File: config.mk
export PLATFORM = sky130hd
export DESIGN_NAME = xfire_cordic_iter_flat
export DESIGN_NICKNAME = d
export VERILOG_FILES = /design/src/rtl/xfire_cordic_iter_if.sv /design/src/rtl/xfire_cordic_iter.sv /design/src/flat_wrapper.sv
export SDC_FILE = /design/constraint.sdc
export NUM_CORES = 1
export LEC_CHECK = 0
export CORE_ASPECT_RATIO = 0.9
export CORE_UTILIZATION = 45
export CTS_BUF_LIST = sky130_fd_sc_hd__clkbuf_8
export DETAILED_ROUTE_END_ITERATION = 16
export HOLD_SLACK_MARGIN = 0.15
export SYNTH_ARGS = -nofsm -noshare
export SYNTH_HDL_FRONTEND = slang
export SYNTH_SLANG_ARGS = --single-unit
export TNS_END_PERCENT = 10
File: constraint.sdc
create_clock -name clk -period 12.65 [get_ports clk]
set_input_delay 1.265 -clock clk [delete_from_list [all_inputs] [get_ports clk]]
set_output_delay 1.265 -clock clk [all_outputs]
set_load 0.05 [all_outputs]
File: src/rtl/xfire_cordic_iter_if.sv
`default_nettype none
// ============================================================================
//  Module   : xfire_cordic_iter_if
//  Purpose  : Input/output handshake bundle for the iterative CORDIC engine.
//  Revision : 1.0  initial release
// ============================================================================
interface xfire_cordic_iter_if #(
    parameter int WIDTH = 16
);
    logic               in_valid;
    logic               in_ready;
    logic               in_mode;
    logic [WIDTH-1:0]   in_x;
    logic [WIDTH-1:0]   in_y;
    logic [WIDTH-1:0]   in_z;
    logic               out_valid;
    logic               out_ready;
    logic [WIDTH+1:0]   out_x;
    logic [WIDTH+1:0]   out_y;
    logic [WIDTH-1:0]   out_z;

    modport master (
        output in_valid, in_mode, in_x, in_y, in_z, out_ready,
        input  in_ready, out_valid, out_x, out_y, out_z
    );

    modport slave (
        input  in_valid, in_mode, in_x, in_y, in_z, out_ready,
        output in_ready, out_valid, out_x, out_y, out_z
    );
endinterface
`default_nettype wire

File: src/rtl/xfire_cordic_iter.sv
`default_nettype none
// ============================================================================
//  Module   : xfire_cordic_iter
//  Purpose  : Iterative CORDIC (rotation/vectoring), one micro-rotation/cycle.
//  Revision : 1.0  initial release
// ============================================================================
module xfire_cordic_iter #(
    parameter int WIDTH = 16,
    parameter int ITERS = 14
) (
    input  wire logic           clk,
    input  wire logic           arst_n,
    input  wire logic           srst,
    input  wire logic           enable,
    xfire_cordic_iter_if.slave  bus
);
    localparam int XW = WIDTH + 2;
    localparam int IW = $clog2(WIDTH);
    localparam logic [IW-1:0]          c_LAST = IW'(ITERS);
    localparam logic signed [WIDTH-1:0] c_QTR = $signed({2'b01, {(WIDTH-2){1'b0}}});

    // atan(2^-i) with 2^31 == pi, rescaled with rounding to 2^(WIDTH-1) == pi
    localparam logic [31:0] c_ATAN32 [0:30] = '{
        32'd536870912, 32'd316933406, 32'd167458907, 32'd85004756,
        32'd42667331,  32'd21354465,  32'd10679838,  32'd5340245,
        32'd2670163,   32'd1335087,   32'd667544,    32'd333772,
        32'd166886,    32'd83443,     32'd41722,     32'd20861,
        32'd10430,     32'd5215,      32'd2608,      32'd1304,
        32'd652,       32'd326,       32'd163,       32'd81,
        32'd41,        32'd20,        32'd10,        32'd5,
        32'd3,         32'd1,         32'd1
    };

    function automatic logic [WIDTH-1:0] f_atan(input int idx);
        logic [32:0] t;
        t = {1'b0, c_ATAN32[idx]} + ((33'd1 << (32 - WIDTH)) >> 1);
        return t[32-WIDTH +: WIDTH];
    endfunction

    typedef enum logic [1:0] {
        S_IDLE = 2'd0,
        S_BUSY = 2'd1,
        S_DONE = 2'd2
    } state_t;

    state_t                 r_state;
    logic [IW-1:0]          r_i;
    logic                   r_mode;
    logic signed [XW-1:0]   r_x, r_y;
    logic [WIDTH-1:0]       r_z;
    logic                   r_out_valid;
    logic signed [XW-1:0]   r_out_x, r_out_y;
    logic [WIDTH-1:0]       r_out_z;

    logic [WIDTH-1:0]       w_atan_tab [ITERS];
    logic [WIDTH-1:0]       w_atan;
    logic signed [XW-1:0]   w_xe, w_ye, w_px, w_py;
    logic [WIDTH-1:0]       w_pz;
    logic signed [XW-1:0]   w_xs, w_ys, w_x_nxt, w_y_nxt;
    logic [WIDTH-1:0]       w_z_nxt;
    logic                   w_dpos;
    logic                   w_in_ready;

    for (genvar g = 0; g < ITERS; g++) begin : g_atan
        assign w_atan_tab[g] = f_atan(g);
    end

    always_comb begin
        w_atan = '0;
        for (int k = 0; k < ITERS; k++) begin
            if (r_i == IW'(k)) w_atan = w_atan_tab[k];
        end
    end

    assign w_in_ready = enable && (r_state == S_IDLE);

    // Quadrant pre-rotation brings the operand into the +/-pi/2 convergence range
    assign w_xe = {{2{bus.in_x[WIDTH-1]}}, bus.in_x};
    assign w_ye = {{2{bus.in_y[WIDTH-1]}}, bus.in_y};

    always_comb begin
        w_px = w_xe;
        w_py = w_ye;
        w_pz = bus.in_z;
        if (!bus.in_mode) begin
            if ($signed(bus.in_z) >= c_QTR) begin
                w_px = -w_ye;
                w_py = w_xe;
                w_pz = bus.in_z - c_QTR;
            end else if ($signed(bus.in_z) < -c_QTR) begin
                w_px = w_ye;
                w_py = -w_xe;
                w_pz = bus.in_z + c_QTR;
            end
        end else if (bus.in_x[WIDTH-1]) begin
            if (!bus.in_y[WIDTH-1]) begin
                w_px = w_ye;
                w_py = -w_xe;
                w_pz = bus.in_z + c_QTR;
            end else begin
                w_px = -w_ye;
                w_py = w_xe;
                w_pz = bus.in_z - c_QTR;
            end
        end
    end

    assign w_dpos  = r_mode ? r_y[XW-1] : ~r_z[WIDTH-1];
    assign w_xs    = r_x >>> r_i;
    assign w_ys    = r_y >>> r_i;
    assign w_x_nxt = w_dpos ? (r_x - w_ys) : (r_x + w_ys);
    assign w_y_nxt = w_dpos ? (r_y + w_xs) : (r_y - w_xs);
    assign w_z_nxt = w_dpos ? (r_z - w_atan) : (r_z + w_atan);

    // Counter reaching ITERS marks the extra cycle that registers the result
    always_ff @(posedge clk or negedge arst_n) begin
        if (!arst_n) begin
            r_state     <= S_IDLE;
            r_i         <= '0;
            r_mode      <= 1'b0;
            r_x         <= '0;
            r_y         <= '0;
            r_z         <= '0;
            r_out_valid <= 1'b0;
            r_out_x     <= '0;
            r_out_y     <= '0;
            r_out_z     <= '0;
        end else if (srst) begin
            r_state     <= S_IDLE;
            r_i         <= '0;
            r_mode      <= 1'b0;
            r_x         <= '0;
            r_y         <= '0;
            r_z         <= '0;
            r_out_valid <= 1'b0;
            r_out_x     <= '0;
            r_out_y     <= '0;
            r_out_z     <= '0;
        end else if (enable) begin
            case (r_state)
                S_IDLE: begin
                    if (bus.in_valid && w_in_ready) begin
                        r_mode  <= bus.in_mode;
                        r_x     <= w_px;
                        r_y     <= w_py;
                        r_z     <= w_pz;
                        r_i     <= '0;
                        r_state <= S_BUSY;
                    end
                end
                S_BUSY: begin
                    if (r_i == c_LAST) begin
                        r_out_x     <= r_x;
                        r_out_y     <= r_y;
                        r_out_z     <= r_z;
                        r_out_valid <= 1'b1;
                        r_state     <= S_DONE;
                    end else begin
                        r_x <= w_x_nxt;
                        r_y <= w_y_nxt;
                        r_z <= w_z_nxt;
                        r_i <= r_i + 1'b1;
                    end
                end
                S_DONE: begin
                    if (r_out_valid && bus.out_ready) begin
                        r_out_valid <= 1'b0;
                        r_state     <= S_IDLE;
                    end
                end
                default: r_state <= S_IDLE;
            endcase
        end
    end

    assign bus.in_ready  = w_in_ready;
    assign bus.out_valid = r_out_valid;
    assign bus.out_x     = r_out_x;
    assign bus.out_y     = r_out_y;
    assign bus.out_z     = r_out_z;
endmodule
`default_nettype wire
File: src/flat_wrapper.sv
// flat-port wrapper written by rule: the top's interface ports become plain ports
module xfire_cordic_iter_flat 
#(
    parameter int WIDTH = 16,
    parameter int ITERS = 14
)
  (clk, arst_n, srst, enable, bus_in_valid, bus_in_mode, bus_in_x, bus_in_y, bus_in_z, bus_out_ready, bus_in_ready, bus_out_valid, bus_out_x, bus_out_y, bus_out_z);
  xfire_cordic_iter_if #(.WIDTH(WIDTH)) bus_i ();
  input  wire logic clk;
  input  wire logic arst_n;
  input  wire logic srst;
  input  wire logic enable;
  input wire logic [$bits(bus_i.in_valid)-1:0] bus_in_valid;
  input wire logic [$bits(bus_i.in_mode)-1:0] bus_in_mode;
  input wire logic [$bits(bus_i.in_x)-1:0] bus_in_x;
  input wire logic [$bits(bus_i.in_y)-1:0] bus_in_y;
  input wire logic [$bits(bus_i.in_z)-1:0] bus_in_z;
  input wire logic [$bits(bus_i.out_ready)-1:0] bus_out_ready;
  output wire logic [$bits(bus_i.in_ready)-1:0] bus_in_ready;
  output wire logic [$bits(bus_i.out_valid)-1:0] bus_out_valid;
  output wire logic [$bits(bus_i.out_x)-1:0] bus_out_x;
  output wire logic [$bits(bus_i.out_y)-1:0] bus_out_y;
  output wire logic [$bits(bus_i.out_z)-1:0] bus_out_z;
  assign bus_i.in_valid = bus_in_valid;
  assign bus_i.in_mode = bus_in_mode;
  assign bus_i.in_x = bus_in_x;
  assign bus_i.in_y = bus_in_y;
  assign bus_i.in_z = bus_in_z;
  assign bus_i.out_ready = bus_out_ready;
  assign bus_in_ready = bus_i.in_ready;
  assign bus_out_valid = bus_i.out_valid;
  assign bus_out_x = bus_i.out_x;
  assign bus_out_y = bus_i.out_y;
  assign bus_out_z = bus_i.out_z;
  xfire_cordic_iter #(.WIDTH(WIDTH), .ITERS(ITERS)) u_core (.clk(clk), .arst_n(arst_n), .srst(srst), .enable(enable), .bus(bus_i));
endmodule
# After elaboration in Yosys (flattened, before gate mapping)
# Cells that the tools add are included.
[word_totals]
regBits = 112
in_bits = 55
output_inout_bits = 54
word_cells = 143
[op_classes]
addsub = 11
magnitude_cmp = 2
n_eq_ne = 20
n_shift = 2
mux = 80
bitwise_logic = 1
reduce_logical = 17
[ops]
columns = ["op", "count"]
rows = [
  ["18-bit 2-to-1 mux", 28],
  ["16-bit 2-to-1 mux", 27],
  ["18-bit case mux with 2 select lines", 2],
  ["18-bit adder", 2],
  ["16-bit negation with 18-bit output", 2],
  ["18-bit by 4-bit >>> shifter with 18-bit output", 2],
  ["18-bit subtractor", 2],
  ["16-bit case mux with 2 select lines", 1],
  ["4-bit equality test (second input constant)", 7],
  ["16-bit by 15-bit adder with 16-bit output (second input constant)", 1],
  ["16-bit adder", 1],
  ["4-bit by 3-bit equality test with 1-bit output (second input constant)", 4],
  ["16-bit >= comparator (second input constant)", 1],
  ["16-bit by 15-bit less-than comparator with 1-bit output (second input constant)", 1],
  ["4-bit 2-to-1 mux", 4],
  ["16-bit by 15-bit subtractor with 16-bit output (second input constant)", 1],
  ["16-bit subtractor", 1],
  ["14-bit 2-to-1 mux", 1],
  ["4-bit AND reduction", 3],
  ["2-bit 2-to-1 mux", 5],
  ["2-bit nonzero test", 5],
  ["1-bit 2-to-1 mux", 9],
  ["4-bit by 2-bit equality test with 1-bit output (second input constant)", 2],
  ["4-bit case mux with 2 select lines", 1],
  ["other kinds (14)", 20],
]

# Longest topological paths before layout
[logic_depth]
word_depth = 21
depth_mapped = 23
depth_no_buf = 19

# Least setup slack after synthesis
# OpenSTA, ideal clock, no wires.
[synth_path]
path_kind = "register to register"
startpoint = "reg u_core.r_i[1]"
endpoint = "reg u_core.r_y[15]"
setup_time_ps = 122
t_arrival_ps = 4418
t_required_ps = 12528
slack_ps = 8111
path_stages_with_launch = 19
n_path_buf = 2
period_less_slack_ps = 4539
cell_sequence = "dfrtp_1 -> buf_2 -> buf_1 -> mux4_2 -> mux2_2 -> mux2i_4 -> ha_1 -> nand2_1 -> o31ai_1 -> nand2_1 -> xnor2_1 -> ha_1 -> a21o_1 -> a21o_1 -> o41a_1 -> a311oi_1 -> xor2_1 -> nand2_1 -> a32o_1"
[synth_between]
elab_chain_cells = 7
word_cells_on_any_way = 11
cone_classes = "add/sub: 2; eq/ne: 2; shift: 1; mux: 5; reduce/logical: 1"
[synth_rtl]
columns = ["item", "line", "source"]
rows = [
  ["start, declared", "xfire_cordic_iter.sv:47", "logic [IW-1:0] r_i;"],
  ["start signal, assigned", "xfire_cordic_iter.sv:162", "r_i <= r_i + 1'b1;"],
  ["18-bit by 4-bit >>> shifter with 18-bit output", "xfire_cordic_iter.sv:109", "assign w_xs = r_x >>> r_i;"],
  ["18-bit subtractor / 18-bit adder (equally long branches)", "xfire_cordic_iter.sv:112", "assign w_y_nxt = w_dpos ? (r_y + w_xs) : (r_y - w_xs);"],
  ["18-bit 2-to-1 mux", "xfire_cordic_iter.sv:112", ""],
  ["18-bit 2-to-1 mux", "xfire_cordic_iter.sv:152", "if (r_i == c_LAST) begin"],
  ["18-bit case mux with 2 select lines", "xfire_cordic_iter.sv:140", "case (r_state)"],
  ["18-bit 2-to-1 mux", "xfire_cordic_iter.sv:139", "end else if (enable) begin"],
  ["18-bit 2-to-1 mux", "xfire_cordic_iter.sv:128", "end else if (srst) begin"],
  ["end signal, assigned", "xfire_cordic_iter.sv:145", "r_y <= w_py;"],
  ["end signal, assigned", "xfire_cordic_iter.sv:160", "r_y <= w_y_nxt;"],
  ["end, declared", "xfire_cordic_iter.sv:49", "logic signed [XW-1:0] r_x, r_y;"],
]
# Several ways; a longest one is shown, not always the timed one. The select of a mux whose other input is x is not followed.
# A chain may end at the register's enable or synchronous reset.

# Final worst setup path
[layout_path]
startpoint = "reg u_core.r_i[0]"
endpoint = "reg u_core.r_x[13]"
[layout_between]
elab_chain_cells = 7
word_cells_on_any_way = 11
cone_classes = "add/sub: 2; eq/ne: 2; shift: 1; mux: 5; reduce/logical: 1"
[layout_rtl]
columns = ["item", "line", "source"]
rows = [
  ["18-bit by 4-bit >>> shifter with 18-bit output", "xfire_cordic_iter.sv:110", "assign w_ys = r_y >>> r_i;"],
  ["18-bit adder / 18-bit subtractor (equally long branches)", "xfire_cordic_iter.sv:111", "assign w_x_nxt = w_dpos ? (r_x - w_ys) : (r_x + w_ys);"],
  ["18-bit 2-to-1 mux", "xfire_cordic_iter.sv:111", ""],
  ["18-bit 2-to-1 mux", "xfire_cordic_iter.sv:152", ""],
  ["18-bit case mux with 2 select lines", "xfire_cordic_iter.sv:140", ""],
  ["18-bit 2-to-1 mux", "xfire_cordic_iter.sv:139", ""],
  ["18-bit 2-to-1 mux", "xfire_cordic_iter.sv:128", ""],
  ["end signal, assigned", "xfire_cordic_iter.sv:144", "r_x <= w_px;"],
  ["end signal, assigned", "xfire_cordic_iter.sv:159", "r_x <= w_x_nxt;"],
  ["end, declared", "xfire_cordic_iter.sv:49", ""],
]
# Several ways; a longest one is shown, not always the timed one. The select of a mux whose other input is x is not followed.

==> impl_metrics.json <==
{
  "status": "finished, final reports clean",
  "cts_hold_buf": 0,
  "hp-class": "flip-flop to flip-flop",
  "synth_area_leader_cell": "dfrtp_1",
  "synthCells": 1637,
  "cts_tree": "done",
  "drt-met1-wl_um": 20100,
  "wl_per_cell_um": 21.0,
  "grt_max_degree": 74,
  "crit_fanout": 66,
  "maxCapViolations": 0,
  "avgSynthCellArea_um2": 7.61,
  "grt_pass1_vias": 11600,
  "globalRouteTotalUtil": 0.297,
  "drive_gt1_frac": 0.0645,
  "yosysWarnings": 0,
  "critical_path_arrival_ps": 5750,
  "rsz0062_at_grt": "false",
  "postCtsSetupRepairBufs": 0,
  "synthTopCellsByArea": "dfrtp_1 (22%), a21oi_1 (7.2%), nand2_1 (6.9%), ha_1 (6.4%), xnor2_1 (3.9%)",
  "worst_slack_ps": 7200,
  "via_per_inst": 6.18,
  "die_y_um": 160,
  "wl_met2_um": 17800,
  "internal_power_mw": 1.16,
  "area_growth_pct": 10.8,
  "grt-ovfl-total": 0,
  "cts_root_buf": "clkbuf_8",
  "seq_area_frac_synth": 0.225,
  "gp_congestion": 0.949,
  "timing.slew.headroom": 0.287,
  "num_antenna_cells": 0,
  "synth_top_area_share": 0.225,
  "drt_iter0_drc": 986,
  "timing.hold.ws_ps": 525,
  "crit_type": "flip-flop to flip-flop",
  "worstMarginPinSlew_ps": 1070,
  "synth_edf_count": 0,
  "dpl.cell_count": 1982,
  "fmax_mhz": 184,
  "power_leakage_nw": 5.53,
  "finalHoldViolCount": 0,
  "p_per_area_nw_per_um2": 169,
  "yosysMostFrequentCell": "nand2_1",
  "syn-cell-area_um2": 12500,
  "place_area_um2": 13600,
  "route.detailed.drc": 0,
  "dp_hpwl_um": 30400,
  "routed_wl_um": 41900,
  "setup_tns_ps": 0,
  "synth_nets": 1759,
  "seqPwrFrac": 0.236,
  "ys_seq_elements": 112,
  "swShare": 0.503,
  "yosys-top-cells-count": "nand2_1 (230), a21oi_1 (180), nor2_1 (125), dfrtp_1 (112), clkbuf_1 (98)",
  "portBuffers": 108,
  "async_flop_share": 1.00,
  "cts_sinks": 112,
  "drv_slew": 0,
  "cts_resized": 0,
  "crit_path_end_kind": "flip-flop",
  "grt_pass1_wl_um": 66200,
  "top_layer": "met4",
  "wl_met3_um": 2680,
  "ant_nets": 0,
  "dr_total_vias": 12300,
  "finClkSkew_ps": 25.7,
  "cts_buffers": 9,
  "combPwrFrac": 0.654,
  "final_area_um2": 13800,
  "num-nets-final": 1761,
  "start_util": 0.460,
  "total_power_mw": 2.34,
  "antenna_found_initial": 0,
  "pre_cts_slack_ps": 7270,
  "ir_worst_vdd_v": 0.000105,
  "clkTransAtPathRegs_ps": 140,
  "p_sw_mw": 1.18,
  "critPathLaunchType": "flip-flop",
  "ys_types": 80,
  "yosys_most_used_dff": "dfrtp_1",
  "finish.utilization": 0.510,
  "die_w_um": 177,
  "dr.pass1.iters": 5,
  "period_needed_ps": 5450,
  "setup_viol": 0,
  "clockBufferDepth": 2,
  "die_area_um2": 28400,
  "rows": 57,
  "io_pins": 109,
  "final_cells": 1998,
  "fill_cells": 2722,
  "coreArea_um2": 27100,
  "clkLatencyLatePin_ps": 410,
  "htreeDepth": 3,
  "p_clk_frac": 0.109,
  "required_ps": 12960,
  "post-route-period-util": 0.430
}
placed cells by master, fill, tap and decap left out, types with 16 or more instances in the layout:
master	count
xnor2_1	56
clkdlybuf4s50_1	104
o31ai_1	17
o21ai_0	95
nor2_1	124
a211oi_1	43
mux4_2	21
a21o_1	20
a31oi_1	19
or3_1	19
xor2_1	53
a22o_1	20
a21oi_1	180
o22ai_1	16
nor2b_1	32
nand2_1	229
inv_1	40
nand3_1	27
nor3_1	34
ha_1	62
dfrtp_1	111
mux2i_1	41
buf_4	19
o211ai_1	28
sequential cells by signal (all words and copies together), names as in the netlist, 2 cells and up:
| register | count |
|---|---|
| u_core.bus.out_x | 18 |
| u_core.bus.out_y | 18 |
| u_core.r_x | 18 |
| u_core.r_y | 18 |
| u_core.bus.out_z | 16 |
| u_core.r_z | 16 |
| u_core.r_i | 4 |
| u_core.r_state | 2 |
per-layer routing:
layer,GRT usage,up-vias
met2,0.440,406
met5,0,-
met1,0.436,5924
met4,0.0998,0
li1,-,5949
met3,0.0471,62
worst paths after layout:
check,slack [ps],startpoint,endpoint,cells past startpoint
setup / recovery,7200,u_core.r_i[0],u_core.r_x[13],18
hold / removal,520,u_core.bus.out_x[8],u_core.bus.out_x[8],2
setup reg to reg,7200,u_core.r_i[0],u_core.r_x[13],18
hold reg to reg,520,u_core.bus.out_x[8],u_core.bus.out_x[8],2
max in group asynchronous,10510,arst_n,u_core.r_i[0],2
min in group asynchronous,880,arst_n,u_core.bus.out_z[6],1
logic make-up (layout without fill, tap and decap cells):
group,Yosys count,in the layout,share of synthesized area
xor+xnor,109,109,0.0766
buf+inv,177,184,0.0568
simple gates,553,553,0.204
mux,81,81,0.0899
compound gates,538,538,0.279
fa+ha+maj,67,67,0.0691
flops,112,112,0.225
layout make-up:
cell class | count | area (um2) | area share
clock buffers | 9 | 124 | 0.00897
clock inverters | 7 | 105 | 0.00761
inverters | 42 | 159 | 0.0115
multi-input cells | 1348 | 8970 | 0.650
flip-flops and latches | 112 | 2800 | 0.203
well taps | 354 | 443 | 0.0321
repair buffers | 126 | 1200 | 0.0868
power by group through the flow:
stage | Combinational, mW | Clock [mW] | Sequential [mW]
global route | 1.69 | 0.277 | 0.555
CTS | 1.51 | 0.263 | 0.543
global placement | 1.50 | 0 | 0.552
floorplan | 1.17 | 0 | 0.466
detailed placement | 1.50 | 0 | 0.551
finish | 1.53 | 0.256 | 0.553
critical path, stage by stage, from the launching register on:
cell       delay [ps]
dfrtp_2           360
buf_4             660
mux2_4            370
o22ai_1           170
a221oi_1           90
a222oi_1          590
ha_1              340
o21a_1            220
inv_1              60
ha_1              210
nor2b_1           140
o31a_1            290
o31ai_1           450
nand3_1           200
a31o_2            300
a2111oi_0         410
a41o_1            140
o21ai_0            80
a22o_1            210
Power figures use the tool's default switching activity.
